[config.mk]
export PLATFORM = sky130hd
export DESIGN_NAME = adc_spi_reader
export DESIGN_NICKNAME = d
export VERILOG_FILES = /design/src/rtl/adc_spi_reader.sv
export SDC_FILE = /design/constraint.sdc
export NUM_CORES = 1
export LEC_CHECK = 0
export ABC_AREA = 0
export BUFFER_PORTS_ARGS = -buffer_cell sky130_fd_sc_hd__buf_2
export CORE_UTILIZATION = 40
export CTS_CLUSTER_DIAMETER = 80
export DETAILED_ROUTE_END_ITERATION = 7
export GPL_TIMING_DRIVEN = 0
export PLACE_DENSITY_LB_ADDON = 0.2
export REMOVE_ABC_BUFFERS = 1
export SLEW_MARGIN = 20
export SYNTH_ARGS = -nofsm -noshare
export SYNTH_HDL_FRONTEND = slang
export SYNTH_SLANG_ARGS = --single-unit
export TNS_END_PERCENT = 100
[constraint.sdc]
create_clock -name clk -period 2.2 [get_ports clk]
set_input_delay 0.22 -clock clk [delete_from_list [all_inputs] [get_ports clk]]
set_output_delay 0.22 -clock clk [all_outputs]
set_load 0.005 [all_outputs]
[src/rtl/adc_spi_reader.sv]
// SPI master that scans an ADC128S022-class 12-bit ADC over channels 0..NUM_CH-1.
// Optional macro ADC_CH_TABLE_EN adds a per-channel holding bank with a rd_sel/rd_data read port.
module adc_spi_reader #(
  parameter int CLK_DIV = 8,
  parameter int NUM_CH  = 8
) (
  input  logic        clk,
  input  logic        rst,
  input  logic        enable,
  output logic        adc_cs_n,
  output logic        adc_sclk,
  output logic        adc_din,
  input  logic        adc_dout,
  output logic [11:0] sample_data,
  output logic [2:0]  sample_ch,
  output logic        sample_valid,
  output logic        busy
`ifdef ADC_CH_TABLE_EN
  ,
  input  logic [2:0]  rd_sel,
  output logic [11:0] rd_data
`endif
);

  localparam logic [1:0] ST_IDLE  = 2'd0;
  localparam logic [1:0] ST_SETUP = 2'd1;
  localparam logic [1:0] ST_SHIFT = 2'd2;
  localparam logic [1:0] ST_HOLD  = 2'd3;
  localparam logic [7:0] DIV_LAST = 8'(CLK_DIV - 1);
  localparam logic [2:0] CH_LAST  = 3'(NUM_CH - 1);

  logic [1:0]  state_q, state_d;
  logic [7:0]  div_q, div_d;
  logic [4:0]  half_q, half_d;
  logic [7:0]  gap_q, gap_d;
  logic        prime_q, prime_d;
  logic        frame_prime_q, frame_prime_d;
  logic [2:0]  addr_q, addr_d;
  logic [2:0]  tag_q, tag_d;
  logic [11:0] shreg_q, shreg_d;
  logic        cs_n_q, cs_n_d;
  logic        sclk_q, sclk_d;
  logic        din_q, din_d;
  logic        busy_q, busy_d;
  logic [11:0] data_q, data_d;
  logic [2:0]  ch_q, ch_d;
  logic        valid_q, valid_d;
  logic        div_last_s;

  function automatic logic [2:0] next_addr(input logic [2:0] a);
    if (a == CH_LAST) begin
      return 3'd0;
    end else begin
      return a + 3'd1;
    end
  endfunction

  function automatic logic tx_bit(input logic [2:0] a, input logic [3:0] idx);
    logic [15:0] w;
    w = {2'b00, a, 11'd0};
    return w[4'd15 - idx];
  endfunction

  assign div_last_s = (div_q == DIV_LAST);

  // Next-state logic; the shift register keeps only the low 12 bits, so the leading zeros fall off.
  always_comb begin
    state_d       = state_q;
    div_d         = div_q;
    half_d        = half_q;
    gap_d         = gap_q;
    prime_d       = prime_q;
    frame_prime_d = frame_prime_q;
    addr_d        = addr_q;
    tag_d         = tag_q;
    shreg_d       = shreg_q;
    din_d         = din_q;
    data_d        = data_q;
    ch_d          = ch_q;
    valid_d       = 1'b0;
    case (state_q)
      ST_IDLE: begin
        if (!enable) begin
          prime_d = 1'b1;
        end else begin
          prime_d = prime_q;
        end
        if (gap_q != DIV_LAST) begin
          gap_d = gap_q + 8'd1;
        end else begin
          gap_d = gap_q;
        end
        if (enable && (gap_q == DIV_LAST)) begin
          state_d       = ST_SETUP;
          div_d         = 8'd0;
          frame_prime_d = prime_q;
          prime_d       = 1'b0;
          tag_d         = addr_q;
          addr_d        = prime_q ? 3'd0 : next_addr(addr_q);
        end else begin
          state_d = ST_IDLE;
        end
      end
      ST_SETUP: begin
        if (div_last_s) begin
          state_d = ST_SHIFT;
          div_d   = 8'd0;
          half_d  = 5'd0;
          din_d   = tx_bit(addr_q, 4'd0);
        end else begin
          div_d = div_q + 8'd1;
        end
      end
      ST_SHIFT: begin
        if (div_last_s) begin
          div_d = 8'd0;
          if (half_q[0]) begin
            shreg_d = {shreg_q[10:0], adc_dout};
          end else begin
            shreg_d = shreg_q;
          end
          if (half_q == 5'd31) begin
            state_d = ST_HOLD;
            din_d   = 1'b0;
          end else begin
            half_d = half_q + 5'd1;
            if (half_q[0]) begin
              din_d = tx_bit(addr_q, half_q[4:1] + 4'd1);
            end else begin
              din_d = din_q;
            end
          end
        end else begin
          div_d = div_q + 8'd1;
        end
      end
      ST_HOLD: begin
        if (div_last_s) begin
          state_d = ST_IDLE;
          gap_d   = 8'd0;
          if (!frame_prime_q) begin
            valid_d = 1'b1;
            data_d  = shreg_q;
            ch_d    = tag_q;
          end else begin
            valid_d = 1'b0;
          end
        end else begin
          div_d = div_q + 8'd1;
        end
      end
      default: begin
        state_d = ST_IDLE;
      end
    endcase
    cs_n_d = (state_d == ST_IDLE);
    busy_d = (state_d != ST_IDLE);
    sclk_d = !((state_d == ST_SHIFT) && !half_d[0]);
  end

  // State and output registers; pins are registered from next-state so they line up with the FSM.
  always_ff @(posedge clk) begin
    if (rst) begin
      state_q       <= ST_IDLE;
      div_q         <= 8'd0;
      half_q        <= 5'd0;
      gap_q         <= DIV_LAST;
      prime_q       <= 1'b1;
      frame_prime_q <= 1'b1;
      addr_q        <= 3'd0;
      tag_q         <= 3'd0;
      shreg_q       <= 12'd0;
      cs_n_q        <= 1'b1;
      sclk_q        <= 1'b1;
      din_q         <= 1'b0;
      busy_q        <= 1'b0;
      data_q        <= 12'd0;
      ch_q          <= 3'd0;
      valid_q       <= 1'b0;
    end else begin
      state_q       <= state_d;
      div_q         <= div_d;
      half_q        <= half_d;
      gap_q         <= gap_d;
      prime_q       <= prime_d;
      frame_prime_q <= frame_prime_d;
      addr_q        <= addr_d;
      tag_q         <= tag_d;
      shreg_q       <= shreg_d;
      cs_n_q        <= cs_n_d;
      sclk_q        <= sclk_d;
      din_q         <= din_d;
      busy_q        <= busy_d;
      data_q        <= data_d;
      ch_q          <= ch_d;
      valid_q       <= valid_d;
    end
  end

  assign adc_cs_n     = cs_n_q;
  assign adc_sclk     = sclk_q;
  assign adc_din      = din_q;
  assign busy         = busy_q;
  assign sample_data  = data_q;
  assign sample_ch    = ch_q;
  assign sample_valid = valid_q;

`ifdef ADC_CH_TABLE_EN
  logic [11:0] bank_q [0:7];

  // Per-channel holding bank, written together with the sample output registers.
  always_ff @(posedge clk) begin
    if (rst) begin
      for (int i = 0; i < 8; i++) begin
        bank_q[i] <= 12'd0;
      end
    end else if (valid_d) begin
      bank_q[ch_d] <= data_d;
    end else begin
      bank_q[ch_d] <= bank_q[ch_d];
    end
  end

  assign rd_data = ({1'b0, rd_sel} < 4'(NUM_CH)) ? bank_q[rd_sel] : 12'd0;
`endif

endmodule
==> flow_summary.ini, run 1 <==
[power]
fin_total_pwr_mw = 3.124
pwr-share-clk_pct = 36.8
power.density_nw_per_um2 = 887.6
p_comb_share_pct = 22.1
peakVddDrop_v = 0.0005056
power.internal_mw = 2.130
p_sw_mw = 0.9944
pwr-share-seq_pct = 41.2
swShare_pct = 31.83
power_leakage_nw = 1.516

[sta]
timing.final.hold_violations = 0
worstMarginPinSlew_ns = 0.9595
tns_ns = 0
max_slew_margin_pct = 36.04
finalClockSkew_ns = 0.01220
hold_ws_ns = 0.1004
fin_crit_ns = 2.154
setup_slack_ns = 0.04613
drv_slew = 0
period_share_pct = 97.90
fmax_mhz = 464.3
finalSetupViolCount = 0
rsz0062_at_grt = true

[worst_hold_path]
whs_endpoint = shreg_q[0]
whs_path_depth = 3
hp-start = adc_dout
hp-class = in2reg

[cts]
htreeDepth = 3
clock_latency_ns = 0.35
cts_tree = yes
clock-sinks = 63
cts_root_buf = clkbuf_8
path_clk_slew_ns = 0.08
cts_inserted_buffers = 9
ctsHoldBuffers = 0
max-clock-path-buffers = 2

[synth]
ys_seq_elements = 63
synth-async-reset-ratio_pct = 0
ys_warn_count = 0
ys_seq_area_share_pct = 42.32
yosysTopAreaCellShare_pct = 42.32
netlist_top_cells_area = dfxtp_1 42%, mux2i_1 9.7%, ha_1 5.9%
ys_types = 51
syn_area_um2 = 2980
avgSynthCellArea_um2 = 9.114
synthCells = 327
synth_edf_count = 0
synth_top_area_cell = dfxtp_1
synth-main-ff-cell = dfxtp_1

[drt]
via_count = 2511
routed_wl_um = 6498
routed_via_density = 5.459
drcViolationCount = 0
dr.first_iter.drc_count = 186
wl_per_cell_um = 14.13
dr.pass1.iters = 4
ant_nets = 0

[worst_setup_path]
start_kind = flip-flop
cp_slowest_stage_delay_ns = 0.66
path_class = reg2reg
critPathRequiredTime_ns = 2.41
reg2reg_from = div_q[0]
cp_top_family = simple AND/OR/NAND/NOR gates
cp_data_arrival_time_ns = 2.36
regToRegSetupSlack_ns = 0.05
crit_slowest_cell = or4_4
r2r_cells = 6
cp-end-kind = flip-flop
rr_endpoint = sample_data[0]
path_buf_inv = 1
cp_max_fo = 8
cp-startpoint = div_q[0]
path_cells = ha_4, or4b_4, buf_6, or4_4, mux2i_1, nor2_1

[global_route]
grt_util_all_layers_pct = 17.64
antenna_found_initial = 0
grt_first_pass_wirelength_um = 10290
grt_max_degree = 55
overflow = 0
first_global_vias = 2086

[finish]
fin_nets = 374
final_area_um2 = 3520
final_util_pct = 48.79
layout_commonest_cell = dfxtp_1
final_cell_mix = 58 x dfxtp_1, 37 x nor2_1, 29 x mux2i_1
layout.cells.non_filler = 460
diodes = 0
area_growth_pct = 18.09
drive_gt1_share_pct = 19.67

[placed_design]
dpl.hpwl_um = 3992
place_inst = 431
place_ws_ns = -0.5843
gp_congestion = 0.8346
placed_area_um2 = 3126
io_buffers = 23

[floorplanning]
die_h_um = 88.32
num_io_pins = 24
initial_core_util_pct = 41.31
die_w_um = 88.32
core-area_um2 = 7214
row_count = 31
die-area_um2 = 7800

[run_status]
status = finished, final reports clean

[job]
cap_violations = 0
[routing by layer]
| metal | global-route usage, % | part of all wire, % | up-vias |
|---|---|---|---|
| met3 | 5.131 | 4.3 | 9 |
| li1 | - | - | 1261 |
| met5 | 0 | 0 | - |
| met4 | 7.478 | 1.7 | 0 |
| met2 | 23.92 | 43 | 53 |
| met1 | 25.73 | 51 | 1188 |
[sequential cells by signal (all words and copies together), names as in the netlist]
signal and cells:
busy 1, gap_q 8, tag_q 3, half_q 5, prime_q 1, state_q 2
adc_din 1, sample_data 12, frame_prime_q 1, adc_cs_n 1, sample_valid 1, shreg_q 12
div_q 8, adc_sclk 1, addr_q 3, sample_ch 3
[worst max path at each step]
stage,endpoint,depth (start not counted)
finish,sample_data[0],6
global route,sample_ch[0],6
CTS,sample_data[0],6
detailed placement,shreg_q[11],5
global placement,shreg_q[0],5
floorplan,shreg_q[0],5
[cell families after synthesis]
family          Yosys count  share of synthesized area, %
xor+xnor                  2                        0.5878
flops                    63                         42.32
mux                      29                         9.740
compound gates           69                         14.44
buf+inv                  28                         4.408
simple gates            122                         22.63
fa+ha+maj                14                         5.877
[power groups by stage]
stage	Clock, mW	Sequential (mW)	Combinational, mW
2_1_floorplan	0	1.29	0.479
3_3_place_gp	0	1.31	0.628
3_5_place_dp	0	1.31	0.638
4_1_cts	1.18	1.28	0.644
5_1_grt	1.23	1.30	0.778
6_report	1.15	1.29	0.689
[cell usage after synthesis, types with 2 or more instances]
library cell and count:
a211oi_1 2, a21oi_1 25, a221o_1 3, a22oi_1 2, a31oi_1 2, and2_1 2
and3_1 2, clkbuf_1 13, dfxtp_1 63, ha_1 14, inv_1 10, mux2i_1 29
nand2_1 18, nand3_1 17, nand3b_1 4, nand4_1 8, nand4b_1 2, nor2_1 37
nor2b_1 2, nor3_1 3, nor3b_1 2, o21a_1 2, o21ai_0 15, o31ai_1 9
o32ai_1 2, or3_1 3, or3b_2 2, or4_1 8, or4b_1 3, xor2_1 2
[final cells by class]
cell class	count	area (um2)
clock inverters	7	102.6
repair buffers	35	209.0
flip-flops and latches	63	1272
multi-input cells	237	1650
fillers	708	3695
well taps	99	123.9
inverters	10	37.54
clock buffers	9	123.9
[timing repair]
action / 4_1_cts / 5_1_grt
gates resized for setup: 11 / 9
gates cloned: 1 / 0
setup buffers: 7 / 5
setup endpoints to repair: 44 / 21
pin swaps: 3 / 3
[worst register-to-register path, stage by stage, from the launching register on]
cell and delay (ns):
dfxtp_4 0.36, ha_4 0.13, or4b_4 0.48, buf_6 0.14, or4_4 0.66, mux2i_1 0.20, nor2_1 0.06
Note: power is estimated with default switching activity, not from simulation.
==> inputs of run 2 (changes only) <==
--- a/config.mk
+++ b/config.mk
@@ -13,6 +13,8 @@
 export GPL_TIMING_DRIVEN = 0
 export PLACE_DENSITY_LB_ADDON = 0.2
 export REMOVE_ABC_BUFFERS = 1
+export SETUP_SLACK_MARGIN = 0.4
+export SKIP_LAST_GASP = 1
 export SLEW_MARGIN = 20
 export SYNTH_ARGS = -nofsm -noshare
 export SYNTH_HDL_FRONTEND = slang
==> flow_summary.ini, run 2 (synthesis results as in run 1) <==
[global_route]
grt_util_met3_pct = 5.224
gr-usage-met1_pct = 26.70
busiest_layer = met1
grt_first_pass_wirelength_um = 10940
antenna_found_initial = 0
grt_util_all_layers_pct = 18.72
grtUsageMet2_pct = 25.87
grt_max_degree = 55
first_global_vias = 2237
overflow = 0

[power]
power_leakage_nw = 1.722
fin_total_pwr_mw = 3.514
power.density_nw_per_um2 = 879.1
peakVddDrop_v = 0.0006008

[floorplanning]
die_w_um = 88.32
row_count = 31
num_io_pins = 24
core-area_um2 = 7214
die_h_um = 88.32
die-area_um2 = 7800
initial_core_util_pct = 41.31

[cts]
htreeDepth = 3
cts_inserted_buffers = 9
max-clock-path-buffers = 2
clock_latency_ns = 0.35
cts_tree = yes
path_clk_slew_ns = 0.08
clock-sinks = 63
cts_root_buf = clkbuf_8

[worst_hold_path]
hp-class = in2reg
hp-start = adc_dout
whs_path_depth = 3
whs_endpoint = shreg_q[0]

[placed_design]
placed_area_um2 = 3126
dpl.hpwl_um = 3992
gp_congestion = 0.8346
io_buffers = 23
place_ws_ns = -0.5843

[finish]
final_area_um2 = 3998
layout_commonest_cell = dfxtp_1
ff_latch_area_um2 = 1291
drive_gt1_share_pct = 34.54
multi_input_area_um2 = 1887
fillers = 650
area_growth_pct = 34.13
diodes = 0
fin_nets = 401
final_cell_mix = 51 x dfxtp_1, 36 x nor2_1, 32 x buf_4

[sta]
fmax_mhz = 507.6
drv_slew = 0
setup_slack_ns = 0.2300
fin_crit_ns = 1.970
worstMarginPinSlew_ns = 0.9724
finalSetupViolCount = 0
period_share_pct = 89.55
timing.final.hold_violations = 0
max_slew_margin_pct = 35.17
rsz0062_at_grt = true
finalClockSkew_ns = 0.01071

[worst_setup_path]
rr_endpoint = sample_data[0]
cp-startpoint = div_q[0]
reg2reg_from = div_q[0]
cp_slowest_stage_delay_ns = 0.57
path_buf_inv = 0
cp_max_fo = 8
cp_data_arrival_time_ns = 2.17
r2r_cells = 5
path_cells = ha_4, or4b_4, or4_4, mux2i_1, nor2_1
critPathRequiredTime_ns = 2.40
cp-end-kind = flip-flop
cp_top_family = simple AND/OR/NAND/NOR gates
path_class = reg2reg
start_kind = flip-flop
regToRegSetupSlack_ns = 0.23
crit_slowest_cell = or4_4

[drt]
dr.first_iter.drc_count = 176
ant_nets = 0
drcViolationCount = 0
wl_per_cell_um = 15.03
via_count = 2672
routed_wl_um = 7319
dr.pass1.iters = 4
routed_via_density = 5.487

[job]
cap_violations = 0

[run_status]
status = finished, final reports clean
==> run 2: changes by cell type in the layout (fill, tap and decap cells not counted), sizes merged <==
cell	change
buf	+26
a31oi	+1
==> run 2: timing repair <==
| item | in CTS | in global routing |
|---|---|---|
| hold buffers | 0 | 0 |
| resized for setup | 51 | 37 |
| setup endpoints to repair | 58 | 51 |
| buffers inserted | 23 | 14 |
| pin swaps | 21 | 20 |
| cloned | 1 | 2 |
==> run 2: layer usage <==
metal / wire length [um] / up-vias
met5: 0 / -
met4: 106 / 0
met3: 263 / 10
met2: 3374 / 42
met1: 3574 / 1290
li1: - / 1330
==> run 2: report_power, final <==
part | internal [mW] | switching [mW] | leakage [nW]
clock network | 0.651 | 0.506 | 0.111
registers | 1.22 | 0.0861 | 0.515
logic | 0.516 | 0.538 | 1.10
total | 2.38 | 1.13 | 1.72
==> run 2: layout make-up <==
type | count | area share [%]
inverters | 10 | 0.9390
well taps | 99 | 3.099
clock buffers | 9 | 3.099
repair buffers | 61 | 10.80
clock inverters | 7 | 2.567
flip-flops and latches | 63 | 32.30
multi-input cells | 238 | 47.20
==> run 2: worst max path at each step <==
stage	to	depth (start not counted)	slack, ns
finish	sample_data[0]	5	0.23
global route	sample_ch[0]	5	0.14
CTS	sample_data[0]	5	0.12
detailed placement	shreg_q[11]	5	-0.58
global placement	shreg_q[0]	5	-0.57
floorplan	shreg_q[0]	5	0.04
==> run 2: stage by stage <==
step / utilization, % / hold slack [ns] / setup TNS, ns / instances
after global placement: 43.32 / 0.4451 / -12.21 / 431
after global routing: 55.41 / 0.1148 / 0 / 487
final: 55.41 / 0.1026 / 0 / 487
after floorplan: - / 0.2891 / 0 / 309
after CTS: 51.39 / 0.09361 / 0 / 471
after detailed placement: 43.32 / 0.4475 / -12.19 / 431
==> run 2: tightest hold or removal path, stage by stage <==
cell and delay [ns]:
buf_2 0.08, mux2i_1 0.05, nor2_1 0.07
==> inputs of run 3 (changes only) <==
--- a/config.mk
+++ b/config.mk
@@ -12,7 +12,6 @@
 export DETAILED_ROUTE_END_ITERATION = 7
 export GPL_TIMING_DRIVEN = 0
 export PLACE_DENSITY_LB_ADDON = 0.2
-export REMOVE_ABC_BUFFERS = 1
 export SETUP_SLACK_MARGIN = 0.4
 export SKIP_LAST_GASP = 1
 export SLEW_MARGIN = 20
==> flow_summary.ini, run 3 (synthesis results as in run 1) <==
[finish]
final_cell_mix = 52 x dfxtp_1, 36 x nor2_1, 29 x mux2i_1
multi_input_area_um2 = 1841
drive_gt1_share_pct = 34.75
ff_latch_area_um2 = 1287
fillers = 652
area_growth_pct = 36.57
fin_nets = 413
layout_commonest_cell = dfxtp_1
diodes = 0

[floorplanning]
core-area_um2 = 7214
die_w_um = 88.32
row_count = 31
die-area_um2 = 7800
num_io_pins = 24
die_h_um = 88.32
initial_core_util_pct = 41.31

[power]
swShare_pct = 33.98
power.density_nw_per_um2 = 836.7
pwr-share-clk_pct = 27.3
fin_total_pwr_mw = 3.405
power.internal_mw = 2.248
p_sw_mw = 1.157
pwr-share-seq_pct = 38.2
p_comb_share_pct = 34.5
peakVddDrop_v = 0.0004070
power_leakage_nw = 1.783

[drt]
via_count = 2744
routed_wl_um = 7464
wl_per_cell_um = 14.96
routed_via_density = 5.499
ant_nets = 0
dr.pass1.iters = 5
dr.first_iter.drc_count = 117
drcViolationCount = 0

[worst_setup_path]
path_cells = or4b_4, buf_8, or4_4, buf_8, buf_12, mux2i_1, nor2_1
critPathRequiredTime_ns = 2.42
regToRegSetupSlack_ns = 0.002
crit_top_cell = buf_8
path_class = reg2reg
start_kind = flip-flop
cp_data_arrival_time_ns = 2.42
cp_max_fo = 6
crit_slowest_cell = or4b_4
cp-end-kind = flip-flop
cp_slowest_stage_delay_ns = 0.57

[synth]
synth_fp_nets = 345

[cts]
htreeDepth = 3
cts_tree = yes
cts_inserted_buffers = 9
clock_latency_ns = 0.35
max-clock-path-buffers = 2
clock-sinks = 63
cts_root_buf = clkbuf_8
path_clk_slew_ns = 0.08

[sta]
max_slew_margin_pct = 61.36
drv_slew = 0
rsz0062_at_grt = true
timing.final.hold_violations = 0
fin_crit_ns = 2.198
finalClockSkew_ns = 0.009299
worstMarginPinSlew_ns = 0.5796
period_share_pct = 99.92
fmax_mhz = 454.9
tns_ns = 0
finalSetupViolCount = 0

[global_route]
overflow = 0
first_global_vias = 2495
grt_max_degree = 13
antenna_found_initial = 0
grt_util_all_layers_pct = 19.15
grt_first_pass_wirelength_um = 11480

[worst_hold_path]
hp-class = in2reg

[placed_design]
gp_congestion = 0.8163
io_buffers = 21
dpl.hpwl_um = 4579

[job]
cap_violations = 0

[run_status]
status = finished, final reports clean
## run 3: changes by cell type in the layout (fill, tap and decap cells not counted), moves of 5 or more
| cell | previous run | this run |
|---|---|---|
| buf_4 | 32 | 27 |
| ha_4 | 7 | 2 |
| clkbuf_1 | 0 | 7 |
| ha_1 | 6 | 11 |
## run 3: metrics by stage
step                cell area, um2  std cells  worst slack (ns)  util [%]  hold WS [ns]
finish                        4070        499          0.001723     56.42        0.1216
global route                  4070        499          -0.07200     56.42        0.1306
CTS                           3834        492          -0.01274     53.14        0.1180
detailed placement            3253        447           -0.1938     45.09        0.4488
global placement              3253        447           -0.1714     45.09        0.4468
floorplan                     3024        327           0.06972         -        0.3639
## run 3: power groups by stage
| stage | sequential [mW] | clock [mW] | combinational (mW) |
|---|---|---|---|
| final | 1.30 | 0.929 | 1.18 |
| after global routing | 1.31 | 0.989 | 1.26 |
| after CTS | 1.29 | 0.949 | 1.01 |
| after detailed placement | 1.30 | 0 | 0.721 |
| after global placement | 1.30 | 0 | 0.711 |
| after floorplan | 1.28 | 0 | 0.556 |
## run 3: cell type report
class | count | share of cell area [%]
Buffer | 18 | 4.058
Clock buffer | 10 | 3.381
Clock inverter | 6 | 1.076
Inverter | 10 | 0.9222
Multi-Input combinational cell | 236 | 45.22
Sequential cell | 63 | 31.63
Tap cell | 99 | 3.043
Timing Repair Buffer | 57 | 10.67
## run 3: final timing paths
kind            start        endpoint  cells after the start
max          div_q[3]  sample_data[2]                      7
min          adc_dout      shreg_q[0]                      3
max reg2reg  div_q[3]  sample_data[2]                      7
min reg2reg  tag_q[2]        tag_q[2]                      2
## run 3: what timing repair did
item                                    in CTS  in global routing
gates cloned                                 1                  0
endpoints found under the setup margin      58                 56
pin swaps                                   11                 27
hold buffers                                 0                  0
buffers inserted                            28                  7
resized for setup                           48                 46
## run 3: critical path, delay by kind of cell (launching register included)
kind / cells / cell delay [ns]
AND/OR/NAND/NOR: 3 / 1.11
flip-flops: 1 / 0.39
multiplexers: 1 / 0.16
buffers and inverters: 3 / 0.42
## run 3: routing by layer
layer | global-route usage, % | vias to the layer above | routed length [um]
met2 | 31.61 | 83 | 3621
met5 | 0 | - | 0
met1 | 23.69 | 1304 | 3331
met4 | 7.478 | 0 | 156
met3 | 5.317 | 14 | 354
li1 | - | 1343 | -
